<file path="src/rtl/uart_pkg.sv">
// rtl/uart_pkg.sv - baud table, config layout and FSM states for the UART transmitter
package uart_pkg;

  localparam logic [3:0] BAUD_300    = 4'd0;
  localparam logic [3:0] BAUD_600    = 4'd1;
  localparam logic [3:0] BAUD_1200   = 4'd2;
  localparam logic [3:0] BAUD_2400   = 4'd3;
  localparam logic [3:0] BAUD_4800   = 4'd4;
  localparam logic [3:0] BAUD_9600   = 4'd5;
  localparam logic [3:0] BAUD_14400  = 4'd6;
  localparam logic [3:0] BAUD_19200  = 4'd7;
  localparam logic [3:0] BAUD_28800  = 4'd8;
  localparam logic [3:0] BAUD_38400  = 4'd9;
  localparam logic [3:0] BAUD_57600  = 4'd10;
  localparam logic [3:0] BAUD_115200 = 4'd11;
  localparam int unsigned NUM_BAUDS  = 12;

  localparam int CFG_BAUD_LSB   = 0;
  localparam int CFG_BAUD_MSB   = 3;
  localparam int CFG_PARITY_EN  = 4;
  localparam int CFG_PARITY_ODD = 5;
  localparam int CFG_TWO_STOP   = 6;

  typedef struct packed {
    logic       two_stop;
    logic       parity_odd;
    logic       parity_en;
    logic [3:0] baud;
  } tx_cfg_t;

  localparam tx_cfg_t CFG_RESET = '{two_stop: 1'b0, parity_odd: 1'b0, parity_en: 1'b0, baud: BAUD_115200};

  typedef enum logic [2:0] {IDLE, START, DATA, PARITY, STOP} tx_state_e;

  function automatic int unsigned baud_rate(input logic [3:0] idx);
    int unsigned rate;
    case (idx)
      BAUD_300:   rate = 300;
      BAUD_600:   rate = 600;
      BAUD_1200:  rate = 1200;
      BAUD_2400:  rate = 2400;
      BAUD_4800:  rate = 4800;
      BAUD_9600:  rate = 9600;
      BAUD_14400: rate = 14400;
      BAUD_19200: rate = 19200;
      BAUD_28800: rate = 28800;
      BAUD_38400: rate = 38400;
      BAUD_57600: rate = 57600;
      default:    rate = 115200;
    endcase
    return rate;
  endfunction

  // Rounded to nearest so the bit-time error stays within half a clock.
  function automatic int unsigned baud_divisor(input int unsigned clk_hz, input logic [3:0] idx);
    int unsigned rate;
    rate = baud_rate(idx);
    return (clk_hz + rate / 2) / rate;
  endfunction

  function automatic tx_cfg_t decode_cfg(input logic [6:0] raw);
    tx_cfg_t c;
    c.baud       = raw[CFG_BAUD_MSB:CFG_BAUD_LSB];
    c.parity_en  = raw[CFG_PARITY_EN];
    c.parity_odd = raw[CFG_PARITY_ODD];
    c.two_stop   = raw[CFG_TWO_STOP];
    return c;
  endfunction

endpackage

</file>
<file path="src/rtl/sync_fifo.sv">
// rtl/sync_fifo.sv - power-of-two synchronous FIFO with extra-MSB pointers
module sync_fifo #(
  parameter int unsigned WIDTH = 8,
  parameter int unsigned DEPTH = 16
) (
  input  logic             clk_i,
  input  logic             rst_i,
  input  logic             push_i,
  input  logic [WIDTH-1:0] data_i,
  input  logic             pop_i,
  output logic [WIDTH-1:0] data_o,
  output logic             full_o,
  output logic             empty_o,
  output logic             drop_o
);

  localparam int unsigned AW = $clog2(DEPTH);

  logic [WIDTH-1:0] mem_q [DEPTH];
  logic [AW:0]      wr_ptr_q, wr_ptr_d;
  logic [AW:0]      rd_ptr_q, rd_ptr_d;
  logic             do_push, do_pop;

  assign empty_o = (wr_ptr_q == rd_ptr_q);
  assign full_o  = (wr_ptr_q[AW] != rd_ptr_q[AW]) && (wr_ptr_q[AW-1:0] == rd_ptr_q[AW-1:0]);

  // A push into a full FIFO lands in the slot the same-cycle pop is vacating.
  assign do_pop  = pop_i && !empty_o;
  assign do_push = push_i && (!full_o || do_pop);
  assign drop_o  = push_i && !do_push;
  assign data_o  = mem_q[rd_ptr_q[AW-1:0]];

  always_comb begin
    wr_ptr_d = wr_ptr_q + {{AW{1'b0}}, do_push};
    rd_ptr_d = rd_ptr_q + {{AW{1'b0}}, do_pop};
  end

  always_ff @(posedge clk_i or posedge rst_i) begin
    if (rst_i) begin
      wr_ptr_q <= '0;
      rd_ptr_q <= '0;
    end else begin
      wr_ptr_q <= wr_ptr_d;
      rd_ptr_q <= rd_ptr_d;
    end
  end

  always_ff @(posedge clk_i) begin
    if (do_push) begin
      mem_q[wr_ptr_q[AW-1:0]] <= data_i;
    end
  end

endmodule

</file>
<file path="src/rtl/uart_tx_fifo.sv">
// rtl/uart_tx_fifo.sv - UART transmitter with write FIFO, runtime frame config and status flags
module uart_tx_fifo
  import uart_pkg::*;
#(
  parameter int unsigned CLK_HZ     = 50_000_000,
  parameter int unsigned DATA_BITS  = 8,
  parameter int unsigned FIFO_DEPTH = 16
) (
  input  logic                 clk,
  input  logic                 rst,
  input  logic [DATA_BITS-1:0] write_data,
  input  logic                 write_enable,
  input  logic [7:0]           config_data,
  input  logic                 config_enable,
  output logic                 tx_line,
  output logic                 fifo_full,
  output logic                 fifo_empty,
  output logic                 busy,
  output logic                 overflow,
  output logic                 config_error
);

  localparam int unsigned MAX_DIV  = baud_divisor(CLK_HZ, BAUD_300);
  localparam int unsigned DIV_W    = $clog2(MAX_DIV + 1);
  localparam logic [2:0]  LAST_BIT = 3'(DATA_BITS - 1);

  logic [DIV_W-1:0] div_table [16];
  for (genvar i = 0; i < 16; i++) begin : g_div
    assign div_table[i] = DIV_W'(baud_divisor(CLK_HZ, 4'(i)));
  end

  tx_state_e              state_q, state_d;
  logic [DIV_W-1:0]       baud_cnt_q, baud_cnt_d;
  logic [2:0]             bit_cnt_q, bit_cnt_d;
  logic [DATA_BITS-1:0]   shift_q, shift_d;
  logic                   parity_q, parity_d;
  logic                   tx_q, tx_d;
  tx_cfg_t                active_q, pend_q, frame_cfg;
  logic                   pend_valid_q, cfg_err_q, overflow_q;
  logic                   cfg_legal, cfg_apply, cfg_reserved_unused;
  logic                   pop, load, bit_done, fifo_drop;
  logic [DIV_W-1:0]       cur_div;
  logic [DATA_BITS-1:0]   fifo_rdata;

  sync_fifo #(
    .WIDTH (DATA_BITS),
    .DEPTH (FIFO_DEPTH)
  ) u_fifo (
    .clk_i   (clk),
    .rst_i   (rst),
    .push_i  (write_enable),
    .data_i  (write_data),
    .pop_i   (pop),
    .data_o  (fifo_rdata),
    .full_o  (fifo_full),
    .empty_o (fifo_empty),
    .drop_o  (fifo_drop)
  );

  assign cfg_reserved_unused = config_data[7];
  assign cfg_legal = (config_data[CFG_BAUD_MSB:CFG_BAUD_LSB] < 4'(NUM_BAUDS));
  // Pending config only takes effect while idle, so a frame never sees a mid-flight change.
  assign cfg_apply = (state_q == IDLE) && pend_valid_q;
  assign frame_cfg = cfg_apply ? pend_q : active_q;
  assign cur_div   = div_table[frame_cfg.baud];
  assign bit_done  = (baud_cnt_q == cur_div - 1'b1);

  always_ff @(posedge clk or posedge rst) begin
    if (rst) begin
      active_q     <= CFG_RESET;
      pend_q       <= CFG_RESET;
      pend_valid_q <= 1'b0;
      cfg_err_q    <= 1'b0;
      overflow_q   <= 1'b0;
    end else begin
      cfg_err_q  <= config_enable && !cfg_legal;
      overflow_q <= fifo_drop;
      if (cfg_apply) begin
        active_q     <= pend_q;
        pend_valid_q <= 1'b0;
      end
      if (config_enable && cfg_legal) begin
        pend_q       <= decode_cfg(config_data[6:0]);
        pend_valid_q <= 1'b1;
      end
    end
  end

  always_comb begin
    state_d    = state_q;
    baud_cnt_d = baud_cnt_q + 1'b1;
    bit_cnt_d  = bit_cnt_q;
    shift_d    = shift_q;
    parity_d   = parity_q;
    load       = 1'b0;
    pop        = 1'b0;
    tx_d       = 1'b1;
    case (state_q)
      IDLE: begin
        baud_cnt_d = '0;
        load       = !fifo_empty;
      end
      START: begin
        if (bit_done) begin
          baud_cnt_d = '0;
          bit_cnt_d  = '0;
          state_d    = DATA;
        end
      end
      DATA: begin
        if (bit_done) begin
          baud_cnt_d = '0;
          shift_d    = shift_q >> 1;
          if (bit_cnt_q == LAST_BIT) begin
            bit_cnt_d = '0;
            state_d   = frame_cfg.parity_en ? PARITY : STOP;
          end else begin
            bit_cnt_d = bit_cnt_q + 1'b1;
          end
        end
      end
      PARITY: begin
        if (bit_done) begin
          baud_cnt_d = '0;
          state_d    = STOP;
        end
      end
      STOP: begin
        if (bit_done) begin
          baud_cnt_d = '0;
          if (frame_cfg.two_stop && (bit_cnt_q == 3'd0)) begin
            bit_cnt_d = 3'd1;
          end else if (!fifo_empty) begin
            load = 1'b1;
          end else begin
            state_d = IDLE;
          end
        end
      end
      default: state_d = IDLE;
    endcase

    if (load) begin
      pop        = 1'b1;
      shift_d    = fifo_rdata;
      parity_d   = (^fifo_rdata) ^ frame_cfg.parity_odd;
      bit_cnt_d  = '0;
      baud_cnt_d = '0;
      state_d    = START;
    end

    // Line level is registered from the next state so the pin never glitches.
    case (state_d)
      START:   tx_d = 1'b0;
      DATA:    tx_d = shift_d[0];
      PARITY:  tx_d = parity_d;
      default: tx_d = 1'b1;
    endcase
  end

  always_ff @(posedge clk or posedge rst) begin
    if (rst) begin
      state_q    <= IDLE;
      baud_cnt_q <= '0;
      bit_cnt_q  <= '0;
      shift_q    <= '0;
      parity_q   <= 1'b0;
      tx_q       <= 1'b1;
    end else begin
      state_q    <= state_d;
      baud_cnt_q <= baud_cnt_d;
      bit_cnt_q  <= bit_cnt_d;
      shift_q    <= shift_d;
      parity_q   <= parity_d;
      tx_q       <= tx_d;
    end
  end

  assign tx_line      = tx_q;
  assign busy         = (state_q != IDLE);
  assign overflow     = overflow_q;
  assign config_error = cfg_err_q;

endmodule

</file>
<file path="config.mk">
export PLATFORM = sky130hd
export DESIGN_NAME = uart_tx_fifo
export DESIGN_NICKNAME = d
export VERILOG_FILES = /design/src/rtl/uart_pkg.sv /design/src/rtl/sync_fifo.sv /design/src/rtl/uart_tx_fifo.sv
export SDC_FILE = /design/constraint.sdc
export NUM_CORES = 1
export LEC_CHECK = 0
export BUFFER_PORTS_ARGS = -buffer_cell sky130_fd_sc_hd__clkbuf_2
export CORE_MARGIN = 4
export CORE_UTILIZATION = 35
export DETAILED_ROUTE_END_ITERATION = 16
export PLACE_DENSITY = 0.54
export SYNTH_ARGS = -nofsm -noshare
export SYNTH_HDL_FRONTEND = slang
export SYNTH_SLANG_ARGS = --single-unit
</file>
<file path="constraint.sdc">
create_clock -name clk -period 8.6 [get_ports clk]
set_clock_uncertainty 0.15 [all_clocks]
set_input_delay 1.29 -clock clk [delete_from_list [all_inputs] [get_ports clk]]
set_output_delay 1.29 -clock clk [all_outputs]
set_load 0.01 [all_outputs]
</file>
; ---- Word-level counts from Yosys, hierarchy flattened
; Memories as Yosys holds them, arrays and structs flattened.
; Cells that the tools add are included.
[word_totals]
ff_bits = 61
latch_bits = 0
ram_bits = 128
rom_bits = 288
mem_count = 2
[memory_table]
columns = memory, depth, word_bits, read_ports, rd_clocked_by_memory_dff, write_ports, line
row1 = (name not given), 16, 18, 1, 0, 0, uart_tx_fifo.sv:65  ; assign cur_div = div_table[frame_cfg.baud];
row2 = u_fifo.mem_q, 16, 8, 1, 0, 1, sync_fifo.sv:19  ; logic [WIDTH-1:0] mem_q [DEPTH];
[classes]
add_sub_neg = 5
mul = 0
div = 0
magnitude_cmp = 2
eq_ne = 16
shift = 0
n_mux = 37
bitwise_logic = 2
n_reduce_logical = 24
[ops]
columns = operator, n
row1 = 18-bit 2-to-1 mux, 4
row2 = 3-bit 2-to-1 mux, 15
row3 = 18-bit one-hot mux with 2 select lines, 1
row4 = 8-bit 2-to-1 mux, 3
row5 = 18-bit by 1-bit adder with 18-bit output (second input constant), 1
row6 = 18-bit == test, 1
row7 = 18-bit by 1-bit subtractor with 18-bit output (second input constant), 1
row8 = 3-bit one-hot mux with 5 select lines, 1
row9 = 3-bit by 2-bit == test with 1-bit output (second input constant), 4
row10 = 3-bit != test (second input constant), 4
row11 = 5-bit by 1-bit adder with 5-bit output, 2
row12 = 1-bit 2-to-1 mux, 9
row13 = 3-bit one-hot mux with 3 select lines, 1
row14 = 1-bit logical AND, 8
row15 = 8-bit parity, 1
row16 = 7-bit 2-to-1 mux, 1
row17 = 3-bit by 1-bit == test with 1-bit output (second input constant), 2
row18 = 3-bit == test (second input constant), 2
row19 = 3-bit zero test, 2
row20 = 2-bit nonzero test, 3
row21 = 5-bit == test, 1
row22 = 5-bit greater-or-equal comparator (second input constant), 1
row23 = 4-bit inverter with 5-bit output, 1
row24 = 5-bit AND reduction, 1
row25 = 13 further kinds, 16

; ---- Longest topological paths before layout
; Gate-level depths: netlist of the first run.
[depth]
ltp_word = 17
mapped_depth = 26

; ---- Hierarchy
; A second synthesis of the first run with hierarchy kept.
[hier_totals]
hier_cells = 713
area_unflattened_um2 = 9346.5
[modules_own_cells]
columns = mod, n_inst, cells_per_inst, area_each_um2, seq_area_each_um2
row1 = sync_fifo, 1, 286, 5584.1, 4093.9
row2 = uart_tx_fifo, 1, 427, 3762.4, 1285.0

; ---- Worst setup path before layout of the first run
; No wires, ideal clock.
[synth_path]
kind = register to register
from = register state_q[1]
to = memory u_fifo.mem_q[0][0] (enable)
setup_time_ps = 398
t_arrival_ps = 5715
path_slack_ps = 2337
path_stages_with_launch = 22
synth_period_minus_slack_ps = 6263
path_cell_list = dfrtp_1 buf_6 or4b_4 buf_6 buf_2 mux2i_1 ha_1 clkbuf_1 o21ai_0 ha_1 xnor2_1 or4_1 a31oi_1 mux4_2 o211ai_1 nor4b_2 o2111ai_2 nor2_2 a31o_1 buf_4 o21ai_4 nor4b_1
[synth_via]
elab_chain_len = 17
word_cells_on_any_way = 20
classes_between = add/sub: 1 / eq/ne: 2 / mux: 9 / bitwise: 1 / reduce/logical: 6 / memory: 1
[synth_lines]
columns = item, line
row1 = start: declaration, uart_tx_fifo.sv:32  ; tx_state_e state_q, state_d;
row2 = start signal: assignment, uart_tx_fifo.sv:170  ; state_q <= state_d;
row3 = 3-bit zero test, "uart_tx_fifo.sv:63, uart_tx_fifo.sv:98"
row4 = 1-bit logical AND, uart_tx_fifo.sv:63  ; assign cfg_apply = (state_q == IDLE) && pend_valid_q;
row5 = 7-bit 2-to-1 mux, -
row6 = 4-bit inverter with 5-bit output (not written as such), uart_tx_fifo.sv:65
row7 = memory 16 x 18 bit, -
row8 = 18-bit 2-to-1 mux (not written as such) (2 in a row), uart_tx_fifo.sv:65
row9 = 18-bit by 1-bit subtractor with 18-bit output, uart_tx_fifo.sv:66  ; assign bit_done = (baud_cnt_q == cur_div - 1'b1);
row10 = 18-bit == test, uart_tx_fifo.sv:66
row11 = 1-bit 2-to-1 mux, uart_tx_fifo.sv:129  ; if (bit_done) begin
row12 = 1-bit one-hot mux with 2 select lines *, uart_tx_fifo.sv:98  ; case (state_q)
row13 = 1-bit 2-to-1 mux *, uart_tx_fifo.sv:143  ; if (load) begin
row14 = 1-bit logical AND *, sync_fifo.sv:28  ; assign do_pop = pop_i && !empty_o;
row15 = 1-bit logical OR *, sync_fifo.sv:29  ; assign do_push = push_i && (!full_o || do_pop);
row16 = 1-bit logical AND *, sync_fifo.sv:29
row17 = 1-bit 2-to-1 mux *, sync_fifo.sv:49  ; if (do_push) begin
row18 = 1-bit 2-to-1 mux (not written as such) *, sync_fifo.sv:50  ; mem_q[wr_ptr_q[AW-1:0]] <= data_i;
row19 = end: declaration, sync_fifo.sv:19
; Every way passes the cells marked *; elsewhere a longest branch is shown, timed or not. The select of a mux whose other input is x is not followed.

; ---- Worst setup path after layout of the first run
[layout_path]
from = register state_q[1]
to = memory u_fifo.mem_q[12][1] (enable)
; The elaborated chain is that of the path after synthesis.

==> metrics, run 1 <==
outcome=finished, final reports clean; RR Startpoint=state_q[1]; switching fraction of total power=0.3663; drt total wl=~20 mm; ANT nets after route=0; CTS max path bufs=2; Initial Utilization=0.3570; post-synthesis sequential area ratio=0.5766; worst skew pair latency=around 430 ps; Setup crit end kind=register; total grt overflow=0; Netlist cell types=between 70 and 80; Setup Viol. Count Final=0; worst-path cell chain=or4b_4 > mux2i_1 > ha_1 > o21ai_0 > ha_1 > xnor2_1 > or4_1 > a31oi_1 > mux4_2 > o211ai_1 > nor4b_2 > o2111ai_2 > nor2_2 > a31o_1 > o21ai_4 > nor4_2; violation count after the first detailed-route iteration=approximately 530; hold endpoint=active_q[6]; max-cap viol count=0; Post-CTS Setup Repair Bufs=0; IO Port Bufs=24; Post-synth top flop=edfxtp_1; layout cell share with drive strength beyond 1=0.2294; DPL Wire Length=~13 mm; combinational share of power=0.395; Reg power frac=0.371; Clock Tree Root=clkbuf_16; Post-synth EDFFs=between 100 and 150; Crit-path slowest cell=nor4_2; number of buffers created by CTS=17; Die X=between 150 and 200 um; reg-to-reg setup timing slack=around 1800 ps; Worst-Margin Slew=around 1200 ps; H-tree depth=4; crit path kind=reg2reg; Top delay family on crit path=simple AND/OR/NAND/NOR gates; syn_area_per_cell=roughly 14 um2; Critical Path Max Stage Delay=between 900 and 1000 ps; DRC Markers=0; CTS Sinks=around 190; clock power share=0.234; critical path startpoint category=register; io pins=26; PnR worst setup slack=1780 ps; Placement Setup Slack=around 1800 ps; Ys Warns=0; initial antenna violation count=0; Pleak=3.718 nW; worst hold path class=reg2reg; FF-to-FF path depth=16; routability congestion estimate=~0.90; die height=approximately 170 um; worst reg2reg path endpoint=u_fifo.mem_q[12][1]; Crit path top cell by count=ha_1; pwr dens=334.2 nW/um2; Hold-fix buffers, CTS=0; hold depth=2; fraction of registers with async set or reset after synthesis=0.3228; global-route wire length before repair=32.18 mm; Syn Inst Count=between 600 and 700; Avg WL per Cell=19.01 um; total core area=~26,000 um2; Max FO, Critical Path=29; RSZ-0062 raised after global routing=no; cell-internal power=~0.0022 W; setup TNS=0 ps; final period utilization=0.7930; worst IR drop on VDD=between 0.0001 and 0.00015 V; row count=just under 60; clock-pin slew on the worst setup and hold paths=about 80 ps; post-CTS resize count=0; Final #Nets=approximately 740; Hold Fails Final Rpt=0; CTS tree=done; Final Max Tran Viols=0; Netlist Area Pre-Place=9329 um2; Buf/Inv on CP=0; diodes inserted=0; largest net degree at the start of global routing=a little over 60; vias in the first global route=roughly 5,700; vias post-DR=approximately 5,700; Final min period=a little under 7000 ps; Synth Register Bits=between 150 and 200; die area=slightly below 30,000 um2; Pre-Repair DR Iteration Count=5; Net Switching=around 0.0013 W; Critical Path RT=approximately 8500 ps; Worst Hold Launch=active_q[6]; global router's overall resource usage=0.1414; Vias per Instance=between 5 and 6; Synthesized Nets=720; fmax=about 150 MHz; Max-slew headroom=0.2216; Synth-to-Final Area Change=12.00%; CP arrival=roughly 6700 ps; fillers=between 2,000 and 2,500
[layer usage]
metal	part of all wire	track usage	vias to the layer above	wire [um]
met1	0.46	0.1938	2865	9197
met4	0.011	0.03376	0	219
met2	0.49	0.2321	142	9781
met3	0.038	0.03034	21	759
met5	0	0	-	0
li1	-	-	2622	-
[layout make-up]
cell class / count / area [um2] / area share
Sequential cell: 189 / 5380 / 0.5149
Clock buffer: 17 / 425.4 / 0.04071
Clock inverter: 15 / 201.4 / 0.01928
Inverter: 33 / 123.9 / 0.01185
Timing Repair Buffer: 42 / 255.2 / 0.02443
Tap cell: 335 / 419.2 / 0.04011
Multi-Input combinational cell: 419 / 3643 / 0.3487
[Yosys cell counts (7+ instances only)]
cell / n / share of area
edfxtp_1: 128 / 0.41
dfrtp_1: 54 / 0.14
mux4_2: 41 / 0.099
nor2_1: 40 / 0.016
xnor2_1: 33 / 0.031
inv_1: 31 / 0.012
nand2_1: 29 / 0.012
clkbuf_1: 26 / 0.010
nor3_1: 23 / 0.012
o21ai_0: 21 / 0.011
a21oi_1: 17 / 0.0091
nand3_1: 17 / 0.0091
ha_1: 15 / 0.020
mux2i_1: 13 / 0.014
nand2b_1: 13 / 0.0087
xor2_1: 13 / 0.012
mux2_2: 11 / 0.013
nor2b_1: 10 / 0.0067
nand4_1: 8 / 0.0054
nor3b_1: 8 / 0.0064
a31oi_1: 7 / 0.0047
and3_1: 7 / 0.0047
buf_2: 7 / 0.0038
dfstp_2: 7 / 0.020
nor4_1: 7 / 0.0047
[worst max-delay path by stage]
stage                from             endpoint  depth (start not counted)
5_1_grt        state_q[1]  u_fifo.mem_q[12][7]                         16
2_1_floorplan  state_q[1]   u_fifo.mem_q[0][0]                         21
3_5_place_dp   state_q[1]  u_fifo.mem_q[12][0]                         16
6_report       state_q[1]  u_fifo.mem_q[12][1]                         16
4_1_cts        state_q[1]  u_fifo.mem_q[12][7]                         16
3_3_place_gp   state_q[1]  u_fifo.mem_q[12][7]                         16
[state kept, by name (all words and copies together), names as in the netlist]
name / flops
parity_q: 1
tx_line: 1
config_error: 1
bit_cnt_q: 3
u_fifo.mem_q: 128
u_fifo.wr_ptr_q: 5
overflow: 1
active_q: 7
pend_valid_q: 1
baud_cnt_q: 18
pend_q: 7
u_fifo.rd_ptr_q: 5
state_q: 3
shift_q: 8
[power groups by stage]
| stage | Clock, W | Combinational (W) | Sequential, W |
|---|---|---|---|
| 2_1_floorplan | 0 | 0.00116 | 0.00120 |
| 3_3_place_gp | 0 | 0.00136 | 0.00130 |
| 3_5_place_dp | 0 | 0.00138 | 0.00131 |
| 4_1_cts | 0.000839 | 0.00139 | 0.00129 |
| 5_1_grt | 0.000882 | 0.00151 | 0.00132 |
| 6_report | 0.000817 | 0.00138 | 0.00130 |
[worst min-delay path, cell delays in order (launching register included)]
cell	delay (ps)
dfrtp_1	320
mux2i_1	70
inv_1	70
[kinds of logic (layout without fill, tap and decap cells)]
| kind of cell | after synthesis | after routing | share of synthesized area |
|---|---|---|---|
| AO/OA/AOI/OAI | 93 | 93 | 0.07041 |
| AND/OR/NAND/NOR | 192 | 192 | 0.1136 |
| flip-flops | 189 | 189 | 0.5766 |
| XOR/XNOR | 47 | 47 | 0.04560 |
| buffers and inverters | 77 | 107 | 0.03554 |
| adder cells (fa/ha/maj) | 16 | 16 | 0.02119 |
| multiplexers | 71 | 71 | 0.1371 |
[metrics by stage]
stage                     cells  cell area, um2  hold slack [ps]  utilization  power [W]
after floorplan             685            9329            298.1            -   0.002353
after global placement     1018            9822            332.9       0.3759   0.002662
after detailed placement   1018            9822            328.9       0.3759   0.002697
after CTS                  1050           10450            348.4       0.3998   0.003522
after global routing       1050           10450            360.0       0.3998   0.003709
final                      1050           10450            343.1       0.3998   0.003492
[cells in the final DEF (no fill, tap or decap), types with 4 or more instances in the layout]
master and n:
a22oi_1 6, dfrtp_1 53, or3_1 5, buf_4 18
clkbuf_2 24, mux2_2 11, nor2b_1 10, nor3b_1 8
nand3_1 17, inv_8 5, nand3b_1 5, nor4_1 5
clkinv_8 4, o21ai_0 21, a21oi_1 17, xor2_1 13
nor2_1 40, nand2b_1 13, o21a_1 4, clkbuf_16 17
xnor2_1 33, mux2i_1 13, edfxtp_1 128, inv_1 30
nand4_1 8, nand2_1 29, dfstp_2 7, mux4_2 41
a31oi_1 7, ha_1 15, and3_1 7, or4_1 4
nor3_1 23
Note: power is estimated with default switching activity, not from simulation.
==> run 2: changes to the inputs <==
- ABC_AREA: unset -> 1
- clock period: 8.6 -> 6.35 ns (I/O delays scaled with it)
==> run 2 against run 1 <==
Against the previous run: area after synthesis rose by 0.17%; count of clock-buffer cells in the layout did not move; final cell count rose by 27%; maximum frequency rose by 39%; sequential power rose by 28%; largest cell class unchanged.
==> metrics, run 2 <==
outcome=finished, final reports clean; total grt overflow=0 (unchanged); most frequent cells in the layout=nand2_1 (166), nor2_1 (151), edfxtp_1 (128); setup TNS=0 ps (unchanged); fmax=203.8 MHz (+39%); clock-pin slew on the worst setup and hold paths=90 ps (about the same); layout cell share with drive strength beyond 1=0.1284 (-0.1010); critical path startpoint category=register; pwr dens=462.7 nW/um2 (+38%); Buf/Inv on CP=4 (+4); Ys Warns=0 (unchanged); CTS max path bufs=2 (unchanged); global router's overall resource usage=0.1507 (+0.009264); Final #Nets=1,019 (+38%); worst hold path class=reg2reg; Synth top area share=0.4113 (-0.0007171); max reg flops=128 (unchanged); io pins=26 (unchanged); Syn Inst Count=965 (+41%); RSZ-0062 raised after global routing=no; vias post-DR=6,610 (+17%); final period utilization=0.7728 (-0.02017); diodes inserted=0 (unchanged); Final Max Tran Viols=0 (unchanged); Max-slew headroom=0.2975 (+0.07596); DRC Markers=0 (unchanged); violation count after the first detailed-route iteration=435 (-18%); Final min period=4907 ps (-1912 ps); Netlist Area Pre-Place=9345 um2 (+0.17%); crit path kind=reg2reg; Initial Utilization=0.3576 (+0.0006224); initial antenna violation count=0 (unchanged); Die X=171.4 um (about the same); Hold-fix buffers, CTS=0 (unchanged); routability congestion estimate=0.8428 (-6.1%); Post-synth EDFFs=128 (unchanged); Critical Path Max Stage Delay=680 ps (-290 ps); die area=29,380 um2 (+0.17%); CTS Sinks=189 (unchanged); Netlist cell types=51 (-32%); drt total wl=21.31 mm (+6.8%); Synth-to-Final Area Change=11.74%; worst IR drop on VDD=0.0001920 V (+38%); Max FO, Critical Path=14 (-52%); ANT nets after route=0 (unchanged); Clock Tree Root=clkbuf_16; post-synthesis sequential area ratio=0.5756 (-0.001004); Worst-Margin Slew=1047 ps (-110.8 ps); max-cap viol count=0 (unchanged); Synthesized Nets=1,000 (+39%); IO Port Bufs=24 (unchanged); Crit-path slowest cell=nor2_1; Crit path top cell by count=nand2_1; total core area=26,130 um2 (unchanged); Hold Fails Final Rpt=0 (unchanged); Top delay family on crit path=simple AND/OR/NAND/NOR gates; largest area contributor in the netlist=edfxtp_1; Setup Viol. Count Final=0 (unchanged); number of buffers created by CTS=17 (unchanged); Pleak=4.198 nW (+13%); worst skew pair latency=460 ps (+30 ps); global-route wire length before repair=34.47 mm (+7.1%); Vias per Instance=4.962 (-7.8%); vias in the first global route=6,402 (+11%); Synth Register Bits=189 (unchanged); DPL Wire Length=14.24 mm (+6.5%); Area contributors post-synth=edfxtp_1 (41%), dfrtp_1 (14%), nand2_1 (6.7%); Pre-Repair DR Iteration Count=5 (unchanged); Avg WL per Cell=16.00 um (-16%); Post-CTS Setup Repair Bufs=0 (unchanged); largest net degree at the start of global routing=67 (+8.1%); Post-DP Area=9798 um2 (-0.24%); die height=171.4 um (about the same); worst-path cell chain=inv_2 > nand3_4 > nand2_1 > nand2_1 > inv_1 > ha_1 > inv_1 > nand2_1 > nand2_1 > ha_1 > nand3_4 > nor2_8 > nand2_2 > nand2_1 > nand2_1 > nand2_1 > nand4_1 > nor2_4 > nand3_4 > nand2_4 > inv_4 > nand2_4 > nand4_2 > nor2_1; CP arrival=4830 ps (-1890 ps); design area=10,440 um2 (about the same); syn_area_per_cell=9.684 um2 (-29%); Post-synth top cells=nand2_1 (166), nor2_1 (151), edfxtp_1 (128), inv_1 (80), o21ai_0 (75); H-tree depth=4 (unchanged); Setup crit end kind=register; CTS tree=done; most common cell after layout, fill and taps aside=nand2_1; fraction of registers with async set or reset after synthesis=0.3228 (unchanged); Critical Path RT=6270 ps (-2230 ps); row count=59 (unchanged); post-CTS resize count=0 (unchanged); count leader, synth=nand2_1; Post-synth top flop=edfxtp_1
run 2: cell types whose count changed after synthesis, sizes merged, moves of 17 or more:
cell / change
nand2: +157
inv: +53
mux4: -41
nor3: -18
nor2: +117
xnor2: -17
nand3: +66
o21ai: +54
run 2: final timing paths:
| path | start | to | slack [ps] | cells after the start |
|---|---|---|---|---|
| max | state_q[2] | u_fifo.mem_q[6][3] | 1440 | 24 |
| min | pend_q[3] | pend_q[3] | 330 | 2 |
| max reg2reg | state_q[2] | u_fifo.mem_q[6][3] | 1440 | 24 |
| min reg2reg | pend_q[3] | pend_q[3] | 330 | 2 |
| max in group asynchronous | rst | u_fifo.rd_ptr_q[0] | 4920 | 3 |
| min in group asynchronous | rst | baud_cnt_q[6] | 550 | 3 |
run 2: metrics by stage:
step                setup WS [ps]  total power, W  utilization  instances  hold slack (ps)
floorplan                    2437        0.003219            -        965            301.3
global placement             1424        0.003693       0.3749       1300            319.0
detailed placement           1434        0.003714       0.3749       1300            322.7
CTS                          1393        0.004870       0.3996       1332            334.4
global route                921.2        0.005204       0.3996       1332            367.3
finish                       1443        0.004832       0.3996       1332            332.2
run 2: kinds of logic (layout without fill, tap and decap cells):
kind of cell	count (synthesis)	in the layout	synth area share
buf+inv	119	151	0.05021
simple gates	470	470	0.2360
xor+xnor	32	32	0.02999
mux	2	2	0.002410
compound gates	138	138	0.08569
fa+ha+maj	15	15	0.02008
flops	189	189	0.5756
run 2: where the power goes:
part / internal, W / leakage, nW / total, W / switching (W)
Clock: 0.000561 / 0.310 / 0.00115 / 0.000593
Combinational: 0.000653 / 1.99 / 0.00202 / 0.00137
Sequential: 0.00153 / 1.90 / 0.00166 / 0.000129
Total: 0.00274 / 4.20 / 0.00483 / 0.00209
run 2: tightest hold or removal path: stages, from the launching register on:
cell and delay (ps):
dfstp_2 360, inv_1 60, a21oi_1 60
run 2: layout make-up:
cell class              count  area [um2]
fillers                  2628       15690
flip-flops and latches    189        5380
multi-input cells         657        3497
clock buffers              17       425.4
well taps                 335       419.2
inverters                  90       344.1
clock inverters            15       219.0
repair buffers             29       157.7
run 2: layer usage:
| layer | track usage | vias up | share of wire |
|---|---|---|---|
| li1 | - | 3321 | - |
| met1 | 0.2053 | 3139 | 0.47 |
| met2 | 0.2485 | 128 | 0.47 |
| met3 | 0.02758 | 22 | 0.041 |
| met4 | 0.04134 | 0 | 0.013 |
| met5 | 0 | - | 0 |
==> run 3: changes to the inputs <==
- ABC_AREA: 1 -> 0
- clock period: 6.35 -> 4.75 ns (I/O delays scaled with it)
==> run 3 against run 2 <==
Against the previous run: the run now ends with setup timing left; utilization rose by 4.9 points; non-clock buffer count rose by 85; critical path depth fell by 8; register-to-register slack got worse by 1700 ps; combinational power rose by 61%; final area rose by 12%; power rose by 46%; first-iteration DRC count rose by 4.4%; hold slack got worse by 33 ps.
==> metrics, run 3 (synthesized netlist as in run 1, its figures left out) <==
DRC Markers=0 (unchanged); diodes inserted=0 (unchanged); Final Max Tran Viols=0 (unchanged); CTS tree=done; final period utilization=1.046 (+0.2730); global router's overall resource usage=0.1543 (+0.003685); Initial Utilization=0.3570 (-0.0006224); Setup crit end kind=register; fmax=201.3 MHz (-1.2%); Final min period=4968 ps (+60.16 ps); layout cell share with drive strength beyond 1=0.3558 (+0.2274); die height=171.3 um (about the same); Critical Path RT=4950 ps (-1320 ps); PnR worst setup slack=-217.6 ps (-1660 ps); IO Port Bufs=24 (unchanged); Pre-Repair DR Iteration Count=4 (-1); crit path kind=reg2reg; max reg flops=128 (unchanged); Synth-to-Final Area Change=25.54%; CP arrival=5170 ps (+340 ps); vias in the first global route=6,195 (-3.2%); pwr dens=602.4 nW/um2 (+30%); most frequent cells in the layout=edfxtp_1 (128), buf_4 (59), dfrtp_1 (53); ANT nets after route=0 (unchanged); DPL Wire Length=14.69 mm (+3.2%); routability congestion estimate=0.8888 (+5.5%); FF-to-FF path depth=16 (-33%); worst skew pair latency=430 ps (-30 ps); CTS Sinks=189 (unchanged); setup TNS=-11,760 ps (-11,760 ps); Worst-Margin Slew=870.5 ps (-176.8 ps); outcome=finished, violations left; worst hold path class=in2async; H-tree depth=4 (unchanged); row count=59 (unchanged); fillers=2,344 (-11%); total grt overflow=0 (unchanged); vias post-DR=5,929 (-10%); failing checks=setup timing; overall power=0.007055 W (+46%); total core area=26,130 um2 (unchanged); Hold Fails Final Rpt=0 (unchanged); critical path startpoint category=register; clock-pin slew on the worst setup and hold paths=80 ps (about the same); largest net degree at the start of global routing=40 (-40%); max-cap viol count=0 (unchanged); Pleak=4.239 nW (+0.97%); RSZ-0062 raised after global routing=yes; Avg WL per Cell=19.18 um (+20%); global-route wire length before repair=35.08 mm (+1.8%); Vias per Instance=5.284 (+6.5%); initial antenna violation count=0 (unchanged); register area=5380 um2 (unchanged); die area=29,330 um2 (-0.17%); Setup Viol. Count Final=132 (+132); Die X=171.3 um (about the same); reg-to-reg setup timing slack=-220 ps (-1660 ps); Hold-fix buffers, CTS=0 (unchanged); CTS max path bufs=2 (unchanged); violation count after the first detailed-route iteration=454 (+4.4%); worst IR drop on VDD=0.0002432 V (+27%); area of the multi-input gates=4091 um2 (+17%); drt total wl=21.52 mm (+0.95%); Max FO, Critical Path=24 (+10); number of buffers created by CTS=17 (unchanged); Final #Nets=810 (-21%); Clock Tree Root=clkbuf_16; Max-slew headroom=0.4188 (+0.1213); io pins=26 (unchanged); Placement Setup Slack=-317.9 ps (-1752 ps); most common cell after layout, fill and taps aside=edfxtp_1
-- run 3: final timing paths --
| path | from | to |
|---|---|---|
| max in group asynchronous | rst | active_q[1] |
| worst min register to register | active_q[6] | active_q[6] |
| worst max-delay path | state_q[0] | tx_line |
| min in group clk | active_q[6] | active_q[6] |
| worst max register to register | state_q[0] | tx_line |
| worst min-delay path | rst | baud_cnt_q[1] |
-- run 3: final cells by class --
| class | instances | area share |
|---|---|---|
| inverters | 33 | 0.01079 |
| well taps | 335 | 0.03579 |
| multi-input cells | 420 | 0.3494 |
| clock inverters | 14 | 0.01442 |
| flip-flops and latches | 189 | 0.4594 |
| clock buffers | 17 | 0.03632 |
| repair buffers | 114 | 0.09391 |
-- run 3: timing repair --
item / 4_1_cts / 5_1_grt
pin swaps: 17 / 12
gates resized for setup: 25 / 16
gates cloned: 1 / 0
endpoints found under the hold margin: 0 / 0
endpoints found under the setup margin: 145 / 155
buffers inserted: 10 / 6
-- run 3: worst max-delay path: stages (launching register included) --
cell and delay (ps):
dfrtp_1 380, or4b_4 610, buf_4 270, o21ai_1 300, ha_4 190, xnor2_2 70, or4_1 410, a31oi_1 200
mux4_2 280, o211ai_1 110, nor4b_2 260, o2111ai_2 240, buf_4 220, nor4_4 260, mux2_4 330, mux2_4 280
o32a_1 300
-- run 3: layer usage --
metal / part of all wire / vias to the layer above / track usage
met3: 0.038 / 18 / 0.02735
li1: - / 2772 / -
met5: 0 / - / 0
met2: 0.49 / 132 / 0.2530
met4: 0.016 / 0 / 0.04857
met1: 0.46 / 3007 / 0.2106
-- run 3: through the flow --
| step | util | cells | instance area, um2 | hold slack, ps |
|---|---|---|---|---|
| CTS | 0.4432 | 1116 | 11580 | 313.6 |
| global route | 0.4481 | 1122 | 11710 | 351.0 |
| global placement | 0.4111 | 1074 | 10740 | 323.8 |
| finish | 0.4481 | 1122 | 11710 | 299.2 |
| detailed placement | 0.4111 | 1074 | 10740 | 337.1 |
| floorplan | - | 685 | 9701 | 298.1 |
-- run 3: report_power, final --
part           total [W]  switching [W]  leakage (nW)  internal (W)
combinational    0.00325        0.00156          2.03       0.00169
sequential       0.00238       0.000353          1.92       0.00203
clock            0.00142       0.000674         0.289      0.000751
